==> config.mk <==
export PLATFORM = sky130hd
export DESIGN_NAME = game_ctrl_flat
export DESIGN_NICKNAME = d
export VERILOG_FILES = /design/src/rtl/game_ctrl_if.sv /design/src/rtl/game_ctrl.sv /design/src/flat_wrapper.sv
export SDC_FILE = /design/constraint.sdc
export NUM_CORES = 1
export LEC_CHECK = 0
export CAP_MARGIN = 20
export CORE_AREA = 2 2 54 66
export DETAILED_ROUTE_END_ITERATION = 10
export DIE_AREA = 0 0 56 68
export PLACE_DENSITY = 0.92
export SLEW_MARGIN = 40
export SYNTH_ARGS = -nofsm -noshare
export SYNTH_HDL_FRONTEND = slang
export SYNTH_SLANG_ARGS = --single-unit
==> constraint.sdc <==
create_clock -name clk -period 3.6 [get_ports clk]
set_input_delay 0.72 -clock clk [delete_from_list [all_inputs] [get_ports clk]]
set_output_delay 0.72 -clock clk [all_outputs]
set_load 0.1 [all_outputs]
==> src/rtl/game_ctrl_if.sv <==
// Bundle of the game controller's button, map-state and status signals.
// Combinational wires only; no latency of its own.
// No backpressure: every signal is a one-cycle pulse or a level.
interface game_ctrl_if;
    logic        btn_start;
    logic        btn_sel_in;
    logic [3:0]  btn_mv_in;
    logic [2:0]  cursor_X;
    logic [2:0]  cursor_Y;
    logic [63:0] mine_flat;
    logic [5:0]  num_clicked;
    logic        load_new_map;
    logic        btn_sel_out;
    logic [3:0]  btn_mv_out;
    logic [2:0]  game_state;
    logic [9:0]  elapsed_sec;

    // Stimulus / map-state side
    modport master (
        output btn_start, btn_sel_in, btn_mv_in, cursor_X, cursor_Y,
               mine_flat, num_clicked,
        input  load_new_map, btn_sel_out, btn_mv_out, game_state, elapsed_sec
    );

    // Controller side
    modport slave (
        input  btn_start, btn_sel_in, btn_mv_in, cursor_X, cursor_Y,
               mine_flat, num_clicked,
        output load_new_map, btn_sel_out, btn_mv_out, game_state, elapsed_sec
    );
endinterface

==> src/rtl/game_ctrl.sv <==
// Minesweeper game FSM: gates buttons to map state, judges selects, runs play timer (GAME_TIMER_EN).
// State changes one cycle after a button pulse; sel/mv gating is combinational (zero latency).
// No backpressure: pulses outside PLAY are dropped; btn_start always wins.
module game_ctrl #(
    parameter int NUM_MINES     = 10,
    parameter int TICKS_PER_SEC = 50000000
) (
    input  logic       clk,
    input  logic       rst,
    game_ctrl_if.slave bus
);

    typedef enum logic [2:0] {
        IDLE  = 3'd0,
        CLEAR = 3'd1,
        PLAY  = 3'd2,
        CHECK = 3'd3,
        WIN   = 3'd4,
        LOSE  = 3'd5
    } state_t;

    // Revealing this many squares means every safe square is open.
    localparam logic [5:0] WIN_COUNT = 6'(64 - NUM_MINES);

    state_t state;
    state_t state_nxt;
    logic   load_q;
    logic   mine_hit;

    // Parameters outside the legal range make the win count or timer meaningless.
    if (NUM_MINES < 1 || NUM_MINES > 63 || TICKS_PER_SEC < 2) begin : g_bad_param
        $error("game_ctrl: NUM_MINES must be 1..63 and TICKS_PER_SEC >= 2");
    end

    assign mine_hit = bus.mine_flat[{bus.cursor_X, bus.cursor_Y}];

    // Next-state decision; btn_start overrides everything, including IDLE/WIN/LOSE.
    always_comb begin
        state_nxt = state;
        if (bus.btn_start) begin
            state_nxt = CLEAR;
        end else begin
            case (state)
                CLEAR:   state_nxt = PLAY;
                PLAY:    if (bus.btn_sel_in) state_nxt = CHECK;
                CHECK: begin
                    if (mine_hit)                           state_nxt = LOSE;
                    else if (bus.num_clicked == WIN_COUNT)  state_nxt = WIN;
                    else                                    state_nxt = PLAY;
                end
                default: state_nxt = state;
            endcase
        end
    end

    // State register with a registered CLEAR flag so load_new_map is glitch-free.
    always_ff @(posedge clk or posedge rst) begin
        if (rst) begin
            state  <= IDLE;
            load_q <= 1'b0;
        end else begin
            state  <= state_nxt;
            load_q <= (state_nxt == CLEAR);
        end
    end

    assign bus.game_state   = state;
    assign bus.load_new_map = load_q;
    // A select coinciding with btn_start is dropped: the board is about to be wiped.
    assign bus.btn_sel_out  = (state == PLAY) && !bus.btn_start && bus.btn_sel_in;
    assign bus.btn_mv_out   = (state == PLAY) ? bus.btn_mv_in : 4'd0;

`ifdef GAME_TIMER_EN
    localparam int             PRE_W     = $clog2(TICKS_PER_SEC);
    localparam logic [PRE_W-1:0] TICK_LAST = PRE_W'(TICKS_PER_SEC - 1);
    localparam logic [9:0]     SEC_MAX   = 10'd999;

    logic [PRE_W-1:0] prescaler;
    logic [9:0]       elapsed_q;

    // Seconds counter: runs only while the player is active, restarts on a new game.
    always_ff @(posedge clk or posedge rst) begin
        if (rst) begin
            prescaler <= '0;
            elapsed_q <= '0;
        end else if (state == CLEAR) begin
            prescaler <= '0;
            elapsed_q <= '0;
        end else if (state == PLAY || state == CHECK) begin
            if (prescaler == TICK_LAST) begin
                prescaler <= '0;
                if (elapsed_q != SEC_MAX) elapsed_q <= elapsed_q + 10'd1;
            end else begin
                prescaler <= prescaler + 1'b1;
            end
        end
    end

    assign bus.elapsed_sec = elapsed_q;
`else
    assign bus.elapsed_sec = 10'd0;
`endif

endmodule

==> src/flat_wrapper.sv <==
// flat-port wrapper written by rule: the top's interface ports become plain ports
module game_ctrl_flat 
#(
    parameter int NUM_MINES     = 10,
    parameter int TICKS_PER_SEC = 50000000
)
  (clk, rst, bus_btn_start, bus_btn_sel_in, bus_btn_mv_in, bus_cursor_X, bus_cursor_Y, bus_mine_flat, bus_num_clicked, bus_load_new_map, bus_btn_sel_out, bus_btn_mv_out, bus_game_state, bus_elapsed_sec);
  game_ctrl_if bus_i ();
  input  logic clk;
  input  logic rst;
  input wire logic [$bits(bus_i.btn_start)-1:0] bus_btn_start;
  input wire logic [$bits(bus_i.btn_sel_in)-1:0] bus_btn_sel_in;
  input wire logic [$bits(bus_i.btn_mv_in)-1:0] bus_btn_mv_in;
  input wire logic [$bits(bus_i.cursor_X)-1:0] bus_cursor_X;
  input wire logic [$bits(bus_i.cursor_Y)-1:0] bus_cursor_Y;
  input wire logic [$bits(bus_i.mine_flat)-1:0] bus_mine_flat;
  input wire logic [$bits(bus_i.num_clicked)-1:0] bus_num_clicked;
  output wire logic [$bits(bus_i.load_new_map)-1:0] bus_load_new_map;
  output wire logic [$bits(bus_i.btn_sel_out)-1:0] bus_btn_sel_out;
  output wire logic [$bits(bus_i.btn_mv_out)-1:0] bus_btn_mv_out;
  output wire logic [$bits(bus_i.game_state)-1:0] bus_game_state;
  output wire logic [$bits(bus_i.elapsed_sec)-1:0] bus_elapsed_sec;
  assign bus_i.btn_start = bus_btn_start;
  assign bus_i.btn_sel_in = bus_btn_sel_in;
  assign bus_i.btn_mv_in = bus_btn_mv_in;
  assign bus_i.cursor_X = bus_cursor_X;
  assign bus_i.cursor_Y = bus_cursor_Y;
  assign bus_i.mine_flat = bus_mine_flat;
  assign bus_i.num_clicked = bus_num_clicked;
  assign bus_load_new_map = bus_i.load_new_map;
  assign bus_btn_sel_out = bus_i.btn_sel_out;
  assign bus_btn_mv_out = bus_i.btn_mv_out;
  assign bus_game_state = bus_i.game_state;
  assign bus_elapsed_sec = bus_i.elapsed_sec;
  game_ctrl #(.NUM_MINES(NUM_MINES), .TICKS_PER_SEC(TICKS_PER_SEC)) u_core (.clk(clk), .rst(rst), .bus(bus_i));
endmodule
# After elaboration in Yosys (flattened, before gate mapping)
# Cells that the tools add are included.
totals:
  ff_bits: 4
  latch_bits: 0
  ramBits: 0
  mem_bits_ro: 0
  inputBits: 84
  out_inout_bits: 19
  word_cells: 19
  mem_count: 0
op_classes:
  add_sub_neg: 0
  n_mul: 0
  n_div: 0
  order_cmp: 1
  n_eq_ne: 5
  n_shift: 0
  mux: 8
  n_bitwise: 0
  reduce_logical: 3
ops:
  columns: ["cell", "n"]
  rows:
  - ["2-to-1 mux 3 bit", 4]
  - ["case mux 3 bit (3 select lines)", 1]
  - ["less-than comparator 6 x 7 -> 1 bit, second input constant", 1]
  - ["binary-select mux 1 bit (select 6 bit)", 1]
  - ["== test 3 x 1 -> 1 bit, second input constant", 2]
  - ["== test 3 x 2 -> 1 bit, second input constant", 2]
  - ["== test 6 bit, second input constant", 1]
  - ["2-to-1 mux 4 bit", 1]
  - ["logical AND 1 bit", 2]
  - ["zero test 1 bit", 1]
  - ["2-to-1 mux 1 bit", 1]

# Longest topological paths before layout
# Gate-level depths: netlist (run 1).
logic_depth:
  depth_word: 6
  depth_mapped: 7

# Worst setup path after synthesis (run 1)
# No wires, ideal clock.
synth_path:
  kind: "register to output"
  startpoint: "register u_core.state[1] (netlist: u_core.bus.game_state[1])"
  endpoint: "output bus_btn_sel_out"
  t_arrival_ps: 2226
  t_required_ps: 2880
  setup_slack_ps: 654
  path_stages_with_launch: 3
  n_path_buf: 0
  cell_sequence: "dfrtp_1 -> nor3b_1 -> and3b_1"
synth_between:
  elab_chain_cells: 3
synth_lines:
  columns: ["item", "line", "rtl"]
  rows:
  - ["start: declaration", "game_ctrl.sv:25", "state_t state;"]
  - ["start signal: assignment", "game_ctrl.sv:62", "state <= state_nxt;"]
  - ["== test 3 x 2 -> 1 bit", "game_ctrl.sv:70", "assign bus.btn_sel_out = (state == PLAY) && !bus.btn_start && bus.btn_sel_in;"]
  - ["logical AND 1 bit (2 in a row)", "game_ctrl.sv:70", null]
  - ["end: declaration", "flat_wrapper.sv:19", "output wire logic [$bits(bus_i.btn_sel_out)-1:0] bus_btn_sel_out;"]
# Every way passes these cells.

# Worst setup path after layout (run 1)
layout_path:
  startpoint: "input bus_cursor_Y[0]"
  endpoint: "register u_core.state[2] (netlist: u_core.bus.game_state[2])"
layout_between:
  elab_chain_cells: 5
layout_lines:
  columns: ["item", "line", "rtl"]
  rows:
  - ["start: declaration", "flat_wrapper.sv:15", "input wire logic [$bits(bus_i.cursor_Y)-1:0] bus_cursor_Y;"]
  - ["binary-select mux 1 bit (select 6 bit)", "game_ctrl.sv:35", "assign mine_hit = bus.mine_flat[{bus.cursor_X, bus.cursor_Y}];"]
  - ["2-to-1 mux 1 bit (not written as such)", "game_ctrl.sv:35", null]
  - ["2-to-1 mux 3 bit", "game_ctrl.sv:47", "if (mine_hit) state_nxt = LOSE;"]
  - ["case mux 3 bit (3 select lines)", "game_ctrl.sv:43", "case (state)"]
  - ["2-to-1 mux 3 bit", "game_ctrl.sv:40", "if (bus.btn_start) begin"]
  - ["named net u_core.state_nxt[2]", "game_ctrl.sv:26", "state_t state_nxt;"]
# The timed path passes the listed nets, and every way through them passes these cells. The select of a mux whose other input is x is not followed.

==> flow_summary.yaml, run 1 <==
status:
  status: "complete, no violations"
sta:
  period_needed_ns: 2.541
  tightestPinTransition_ns: 0.5697
  relSlewSlack_pct: 61.90
  layout_worst_path_cycle_share_pct: 70.57
  finalClockSkew_ns: 0.001125
  setup_viol: 0
  fmax_mhz: 393.6
  setup_tns_ns: 0
  holdWs_ns: 0.6324
  hold_viol: 0
  rsz0062_at_grt: "false"
  maxSlewViolCount: 0
die:
  coreArea_um2: 3223
  dieArea_um2: 3808
  start_util_pct: 27.60
  rows: 23
  pin_count: 103
  die_y_um: 68
  die_width_um: 56
grt:
  antenna_found_initial: 0
  grt_max_degree: 17
  grt_pass1_vias: 1123
  grt_overflow: 0
  grt_pass1_wl_mm: 4.422
  grt_use_total_pct: 14.35
synth:
  syn_area_um2: 889.6
  synth_mux_area_share_pct: 51.20
  yosys-top-cells-area: "mux4_2 (30%), mux4_1 (12%), dfrtp_1 (11%), mux2i_1 (9.0%), buf_4 (8.4%)"
  synth_top_family_by_area: "multiplexers"
  avgSynthCellArea_um2: 12.02
  synthDistinctLibCells: 27
  yosysTopAreaCell: "mux4_2"
  ys_ff_latch: 4
  synth_xor_area_share_pct: 0
  yosysWarnings: 0
  synth_compound_area_share_pct: 9.564
  synth_edf_count: 0
  synth_seq_area_share_pct: 11.25
  syn_inst: 74
  ys.flop_type: "dfrtp_1"
  synth_fa_ha_area_share_pct: 0
  synth_top_area_share_pct: 30.38
  async_reset_ff_share_pct: 100.0
  synthSimpleGateAreaFrac_pct: 12.24
power_and_ir_drop:
  leakagePower_nw: 0.7182
  power.density_nw_per_um2: 241.2
  vdd.ir_drop.worst_v: 0.0002180
cells_and_area:
  utilization_pct: 55.40
  final_cell_mix: "clkdlybuf4s50_1 (83), mux4_2 (12), conb_1 (10), mux2i_1 (8), buf_4 (7)"
  area_growth_syn_to_layout_pct: 100.7
  design_area_um2: 1785
  final_common_cell: "clkdlybuf4s50_1"
  layout.nets: 251
  num_antenna_cells: 0
  drive_above_1_share_pct: 16.97
clocking:
  cts_tree: "done"
  holdBufCountCts: 0
  clk_pin_slew_ns: 0.03
  cts_setup_buffers: 0
  cts.sinks: 4
  cts_root_buffer: "clkbuf_8"
  h-tree-depth: 1
  cts_made_buffers: 3
  clock_latency_ns: 0.21
  cts_buffer_depth: 2
  cts_resized: 0
min_path:
  holdCritPathClass: "flop to flop"
  min_path_cells: 2
  whs_endpoint: "u_core.bus.game_state[0]"
  hold_start: "u_core.bus.game_state[0]"
placed_design:
  gp_congestion: 0.6656
  io_buffers: 92
  placed_area_um2: 1744
  hpwl_mm: 2.553
detailed_routing:
  antenna_left: 0
  drc_errors: 0
  vias_per_cell: 4.901
  drtPass1Iterations: 3
  detail_route.wl_per_cell_um: 13.58
  drtIter0Drc: 4
  vias: 990
  wl_mm: 2.743
setup_path:
  cpPeakStageDelay_ns: 0.58
  r2r_slack_ns: 2.36
  slowest_stage: "mux4_1"
  r2r_cells: 3
  critPathLaunchType: "input port"
  crit_fanout: 12
  cp.required_ns: 3.68
  worstPathArrival_ns: 2.62
  reg2reg_to: "u_core.bus.game_state[0]"
  end_kind: "flop"
  cp_cell_sequence: "clkdlybuf4s50_1 -> buf_4 -> mux4_1 -> mux2i_1 -> a221oi_1 -> a22oi_2 -> a211oi_1"
  rr_startpoint: "u_core.bus.game_state[2]"
  path_class: "input port to flop"
job:
  maxCapViolCount: 0
## cells in the mapped netlist, drive strengths merged (2+ instances only)
| cell | number |
|---|---|
| and2 | 5 |
| nor3b | 2 |
| nor2 | 3 |
| a221oi | 3 |
| inv | 2 |
| mux2i | 8 |
| clkbuf | 2 |
| dfrtp | 4 |
| mux4 | 16 |
| buf | 13 |
| a22oi | 3 |
| nor2b | 4 |
## power by group
part	total, mW	switching (mW)	internal, mW
logic	0.284	0.152	0.132
registers	0.0556	0.00561	0.0500
clock network	0.0908	0.0198	0.0709
total	0.431	0.177	0.253
## critical path, delay by kind of cell
kind,cells,cell delay (ns)
buffers and inverters,2,0.67
AO/OA/AOI/OAI,3,0.46
multiplexers,2,0.76
## kinds of logic after synthesis
group,Yosys count
muxes,24
AOI/OAI and AO/OA,10
other,1
and+or+nand+nor,18
buffers and inverters,17
DFF,4
## layer usage
| metal | vias to the layer above | part of all wire [%] | GRT usage [%] |
|---|---|---|---|
| met5 | - | 0 | 0 |
| met2 | 68 | 60 | 31.18 |
| li1 | 464 | - | - |
| met4 | 0 | 0.29 | 2.679 |
| met1 | 456 | 29 | 13.39 |
| met3 | 2 | 10 | 3.592 |
## final cells by class
type                       instances  area (um2)
fill                             279        1438
sequential                         4       100.1
tap                               37       46.29
clock buffer                       3       41.29
inverter                           2       7.507
multi-input combinational         62       686.9
timing repair buffer              94       903.4
## state kept, by name (all words and copies together) (netlist names)
signal / cells
u_core.bus.load_new_map: 1
u_core.bus.game_state: 3
## stage by stage
step | instances | total power [mW] | worst slack [ns]
after floorplan | 83 | 0.2420 | 0.6541
after global placement | 199 | 0.3420 | 0.8423
after detailed placement | 199 | 0.3415 | 0.8171
after CTS | 202 | 0.4354 | 1.031
after global routing | 202 | 0.4535 | 0.9064
final | 202 | 0.4307 | 1.059
## worst max-delay path by stage
stage	from	slack (ns)	to	cells past startpoint
detailed placement	bus_cursor_Y[0]	0.82	u_core.bus.game_state[2]	7
floorplan	u_core.bus.game_state[1]	0.65	bus_btn_sel_out	2
finish	bus_cursor_Y[0]	1.06	u_core.bus.game_state[2]	7
CTS	bus_cursor_Y[0]	1.03	u_core.bus.game_state[2]	7
global placement	bus_cursor_Y[0]	0.84	u_core.bus.game_state[2]	7
global route	bus_cursor_Y[2]	0.91	u_core.bus.game_state[2]	6
(Power assumes the default switching activity.)
==> run 2: changes to the inputs <==
--- a/config.mk
+++ b/config.mk
@@ -6,10 +6,10 @@
 export NUM_CORES = 1
 export LEC_CHECK = 0
 export CAP_MARGIN = 20
-export CORE_AREA = 2 2 54 66
+export CORE_AREA = 2 2 56 68
 export DETAILED_ROUTE_END_ITERATION = 10
-export DIE_AREA = 0 0 56 68
-export PLACE_DENSITY = 0.92
+export DIE_AREA = 0 0 58 70
+export PLACE_DENSITY = 0.87
 export SLEW_MARGIN = 40
 export SYNTH_ARGS = -nofsm -noshare
 export SYNTH_HDL_FRONTEND = slang
==> constraint.sdc (replaced) <==
create_clock -name clk -period 2.4 [get_ports clk]
set_input_delay 0.48 -clock clk [delete_from_list [all_inputs] [get_ports clk]]
set_output_delay 0.48 -clock clk [all_outputs]
set_load 0.1 [all_outputs]
==> run 2 against run 1 <==
Utilization fell by 0.22 points. Critical path depth unchanged. Global-route usage fell by 0.13 points. First-iteration DRC count rose to 3.0 times the previous value. Clock power up 50%. Register-to-register slack worse by 1.1 ns. Setup slack got worse by 0.87 ns. Via count shrank 0.81%. Cell count increased by 3.0%. Power grew 57%. Clock skew is 0.00093 ns higher.
==> flow_summary.yaml, run 2 (synthesis gave the netlist of run 1 again) <==
sta:
  maxSlewViolCount: 0
  layout_worst_path_cycle_share_pct: 92.07
  setup_tns_ns: 0
  rsz0062_at_grt: "false"
  finalClockSkew_ns: 0.002053
  setup_viol: 0
  period_needed_ns: 2.210
  worst_slack_ns: 0.1903
  fmax_mhz: 452.6
  hold_viol: 0
detailed_routing:
  detail_route.wl_per_cell_um: 13.40
  antenna_left: 0
  vias_per_cell: 4.721
  drc_errors: 0
  vias: 982
  drtIter0Drc: 12
  wl_mm: 2.788
  drtPass1Iterations: 4
grt:
  grt_overflow: 0
  grt_use_total_pct: 14.22
  grt_pass1_vias: 1065
  grt_max_degree: 14
  antenna_found_initial: 0
  grt_pass1_wl_mm: 4.540
placed_design:
  pre_cts_slack_ns: -0.06195
  io_buffers: 92
  hpwl_mm: 2.648
  gp_congestion: 0.6816
clocking:
  h-tree-depth: 1
  clk_pin_slew_ns: 0.03
  cts_resized: 0
  cts.sinks: 4
  holdBufCountCts: 0
  cts_made_buffers: 3
  cts_tree: "done"
  cts_buffer_depth: 2
  clock_latency_ns: 0.21
  cts_setup_buffers: 0
  cts_root_buffer: "clkbuf_8"
cells_and_area:
  multi_input_area_um2: 693.2
  largest_reg_flops: 3
  regArea_um2: 100.1
  drive_above_1_share_pct: 21.89
  final_common_cell: "clkdlybuf4s50_1"
  final_cell_mix: "clkdlybuf4s50_1 (83), mux4_2 (12), conb_1 (10), mux2i_1 (8), buf_4 (8)"
  num_antenna_cells: 0
  layout.nets: 255
  num-fill-cells: 300
  area_growth_syn_to_layout_pct: 116.0
die:
  die_y_um: 70
  pin_count: 103
  start_util_pct: 25.54
  coreArea_um2: 3483
  dieArea_um2: 4060
  die_width_um: 58
  rows: 24
setup_path:
  path_class: "input port to flop"
  worstPathArrival_ns: 2.29
  cpPeakStageDelay_ns: 0.52
  crit_fanout: 13
  end_kind: "flop"
  critPathLaunchType: "input port"
  cp_cell_sequence: "clkdlybuf4s50_1 -> buf_12 -> mux4_2 -> mux2i_1 -> a221oi_1 -> a22oi_2 -> a211oi_1"
  cp.required_ns: 2.48
  cp_top_family: "multiplexers"
  crit_buf_inv: 2
  slowest_stage: "mux4_2"
power_and_ir_drop:
  power_uw: 675.5
  power.density_nw_per_um2: 351.5
  vdd.ir_drop.worst_v: 0.0002737
  leakagePower_nw: 0.7660
job:
  maxCapViolCount: 0
min_path:
  holdCritPathClass: "input port to asynchronous set/reset pin"
status:
  status: "complete, no violations"
[run 2: stage by stage]
stage                     instance area [um2]  hold WS [ns]  util [%]  instances
after floorplan                         929.6        0.2461         -         83
after global placement                   1881        0.6024     53.99        205
after detailed placement                 1881        0.6237     53.99        205
after CTS                                1922        0.4567     55.17        208
after global routing                     1922        0.4723     55.17        208
final                                    1922        0.4603     55.17        208
[run 2: path summary, 6_finish.rpt]
check	startpoint	endpoint	slack [ns]	cells past startpoint
max reg2reg	u_core.bus.game_state[2]	u_core.bus.game_state[0]	1.22	3
max	bus_cursor_Y[1]	u_core.bus.game_state[2]	0.19	7
max in group asynchronous	rst	u_core.bus.game_state[0]	1.79	2
min reg2reg	u_core.bus.game_state[0]	u_core.bus.game_state[0]	0.62	2
min	rst	u_core.bus.load_new_map	0.46	2
min in group clk	u_core.bus.game_state[0]	u_core.bus.game_state[0]	0.62	2
[run 2: layout make-up]
| cell class | instances | area share, % |
|---|---|---|
| Clock buffer | 3 | 2.148 |
| Inverter | 2 | 0.3906 |
| Multi-Input combinational cell | 62 | 36.07 |
| Sequential cell | 4 | 5.208 |
| Tap cell | 39 | 2.539 |
| Timing Repair Buffer | 98 | 53.65 |
[run 2: layer usage]
metal | vias to the layer above | routed length, um | GRT usage [%]
li1 | 474 | - | -
met1 | 442 | 860 | 13.90
met2 | 66 | 1682 | 28.03
met3 | 0 | 246 | 3.148
met4 | 0 | 0 | 4.651
met5 | - | 0 | 0
[run 2: power breakdown]
part / total (mW) / internal, mW / switching [mW] / leakage (nW)
combinational: 0.456 / 0.224 / 0.232 / 0.695
clock: 0.136 / 0.106 / 0.0299 / 0.0216
sequential: 0.0832 / 0.0750 / 0.00821 / 0.0491
==> run 3: changes to the inputs <==
--- a/config.mk
+++ b/config.mk
@@ -6,10 +6,10 @@
 export NUM_CORES = 1
 export LEC_CHECK = 0
 export CAP_MARGIN = 20
-export CORE_AREA = 2 2 56 68
+export CORE_AREA = 2 2 70 52
 export DETAILED_ROUTE_END_ITERATION = 10
-export DIE_AREA = 0 0 58 70
-export PLACE_DENSITY = 0.87
+export DIE_AREA = 0 0 72 54
+export PLACE_DENSITY = 0.92
 export SLEW_MARGIN = 40
 export SYNTH_ARGS = -nofsm -noshare
 export SYNTH_HDL_FRONTEND = slang
==> constraint.sdc (replaced) <==
create_clock -name clk -period 2.75 [get_ports clk]
set_input_delay 0.55 -clock clk [delete_from_list [all_inputs] [get_ports clk]]
set_output_delay 0.55 -clock clk [all_outputs]
set_load 0.1 [all_outputs]
==> run 3 against run 2 <==
Sequential share of layout area grew 0.072 points. Largest power group unchanged. Largest cell class unchanged. Combinational power shrank 14%. First-iteration DRC count increased by 8.3%. Highest routed layer is now met4. Count of clock-buffer cells in the layout unchanged. Utilization increased by 2.1 points. Power decreased by 13%. Critical path depth is the same. Cell count decreased by 0.96%. Clock skew grew 0.0029 ns. Clock power decreased by 9.6%. Via count decreased by 1.9%. Setup slack better by 0.27 ns.
==> flow_summary.yaml, run 3 (synthesis gave the netlist of run 1 again) <==
status:
  status: "complete, no violations"
sta:
  tightestPinTransition_ns: 0.5231
  relSlewSlack_pct: 65.05
  rsz0062_at_grt: "false"
  period_needed_ns: 2.291
  setup_viol: 0
  layout_worst_path_cycle_share_pct: 83.31
  fmax_mhz: 436.5
  worst_slack_ns: 0.4590
  hold_viol: 0
  maxSlewViolCount: 0
  finalClockSkew_ns: 0.004957
  setup_tns_ns: 0
grt:
  antenna_found_initial: 0
  grt_pass1_vias: 989
  grt_max_degree: 17
  grt_use_total_pct: 13.67
  grt_overflow: 0
  grt_pass1_wl_mm: 4.105
die:
  dieArea_um2: 3888
  die_y_um: 54
  die_width_um: 72
  pin_count: 103
  coreArea_um2: 3311
  start_util_pct: 26.87
  rows: 18
setup_path:
  cp.required_ns: 2.84
  r2r_cells: 3
  worstPathArrival_ns: 2.38
  r2r_slack_ns: 1.51
  reg2reg_to: "u_core.bus.game_state[0]"
  path_class: "input port to flop"
  critPathLaunchType: "input port"
  crit_fanout: 12
  rr_startpoint: "u_core.bus.game_state[2]"
  end_kind: "flop"
detailed_routing:
  vias_per_cell: 4.675
  drtPass1Iterations: 4
  detail_route.wl_per_cell_um: 12.65
  vias: 963
  wl_mm: 2.606
  drc_errors: 0
  drtIter0Drc: 13
  antenna_left: 0
placed_design:
  gp_congestion: 0.7720
  io_buffers: 92
  dpl.cell_count: 203
  hpwl_mm: 2.329
  pre_cts_slack_ns: 0.2169
clocking:
  cts.sinks: 4
  cts_root_buffer: "clkbuf_8"
  cts_tree: "done"
  h-tree-depth: 1
  cts_resized: 0
  cts_setup_buffers: 0
  clk_pin_slew_ns: 0.03
  cts_made_buffers: 3
  holdBufCountCts: 0
  cts_buffer_depth: 2
  clock_latency_ns: 0.22
cells_and_area:
  area_growth_syn_to_layout_pct: 113.1
  multi_input_area_um2: 688.2
  drive_above_1_share_pct: 18.07
  num-fill-cells: 274
  fin_cells: 206
  final_common_cell: "clkdlybuf4s50_1"
  num_antenna_cells: 0
  utilization_pct: 57.26
  final_cell_mix: "clkdlybuf4s50_1 (83), mux4_2 (12), conb_1 (10), mux2i_1 (8), buf_12 (7)"
  layout.nets: 252
  regArea_um2: 100.1
  largest_reg_flops: 3
job:
  maxCapViolCount: 0
power_and_ir_drop:
  power.density_nw_per_um2: 310.5
  leakagePower_nw: 0.7484
  vdd.ir_drop.worst_v: 0.0001220
  power_uw: 588.6
min_path:
  holdCritPathClass: "input port to asynchronous set/reset pin"
## run 3: cell types whose count changed in the layout (fill, tap and decap cells not counted), sizes merged
cell,before,now
buf,15,12
## run 3: through the flow
step           hold WS [ns]  instance area (um2)
2_1_floorplan        0.3161                924.6
3_3_place_gp         0.6187                 1854
3_5_place_dp         0.6144                 1854
4_1_cts              0.5406                 1896
5_1_grt              0.5765                 1896
6_report             0.5350                 1896
## run 3: report_power, final
part,switching (mW),total (mW),internal (mW)
clock,0.0297,0.123,0.0932
sequential,0.00767,0.0731,0.0654
combinational,0.201,0.393,0.192
## run 3: area by class of cell
class	count	area share (%)
clock buffer	3	2.178
inverter	2	0.3960
multi-input combinational	62	36.30
sequential	4	5.281
tap	40	2.640
timing repair buffer	95	53.20
## run 3: critical path, cell delays in order
cell and delay [ns]:
clkdlybuf4s50_1 0.50, buf_12 0.16, mux4_1 0.56, mux2i_1 0.15, a221oi_1 0.11, a22oi_2 0.24
a211oi_1 0.10
## run 3: how the worst max path moves through the flow
| stage | startpoint | to | slack, ns | cells past startpoint |
|---|---|---|---|---|
| after global placement | bus_cursor_Y[0] | u_core.bus.game_state[2] | 0.25 | 7 |
| after floorplan | u_core.bus.game_state[1] | bus_btn_mv_out[0] | 0.02 | 2 |
| after detailed placement | bus_cursor_Y[0] | u_core.bus.game_state[2] | 0.22 | 7 |
| after CTS | bus_cursor_Y[0] | u_core.bus.game_state[2] | 0.44 | 7 |
| after global routing | bus_cursor_Y[0] | u_core.bus.game_state[2] | 0.30 | 7 |
| final | bus_cursor_Y[0] | u_core.bus.game_state[2] | 0.46 | 7 |
## run 3: layer usage
layer	share of wire (%)	wire, um	track usage [%]	up-vias
met5	0	0	0	-
met4	0.96	25	3.459	0
met3	11	297	4.682	6
met2	51	1337	26.54	65
met1	36	945	14.45	424
li1	-	-	-	468
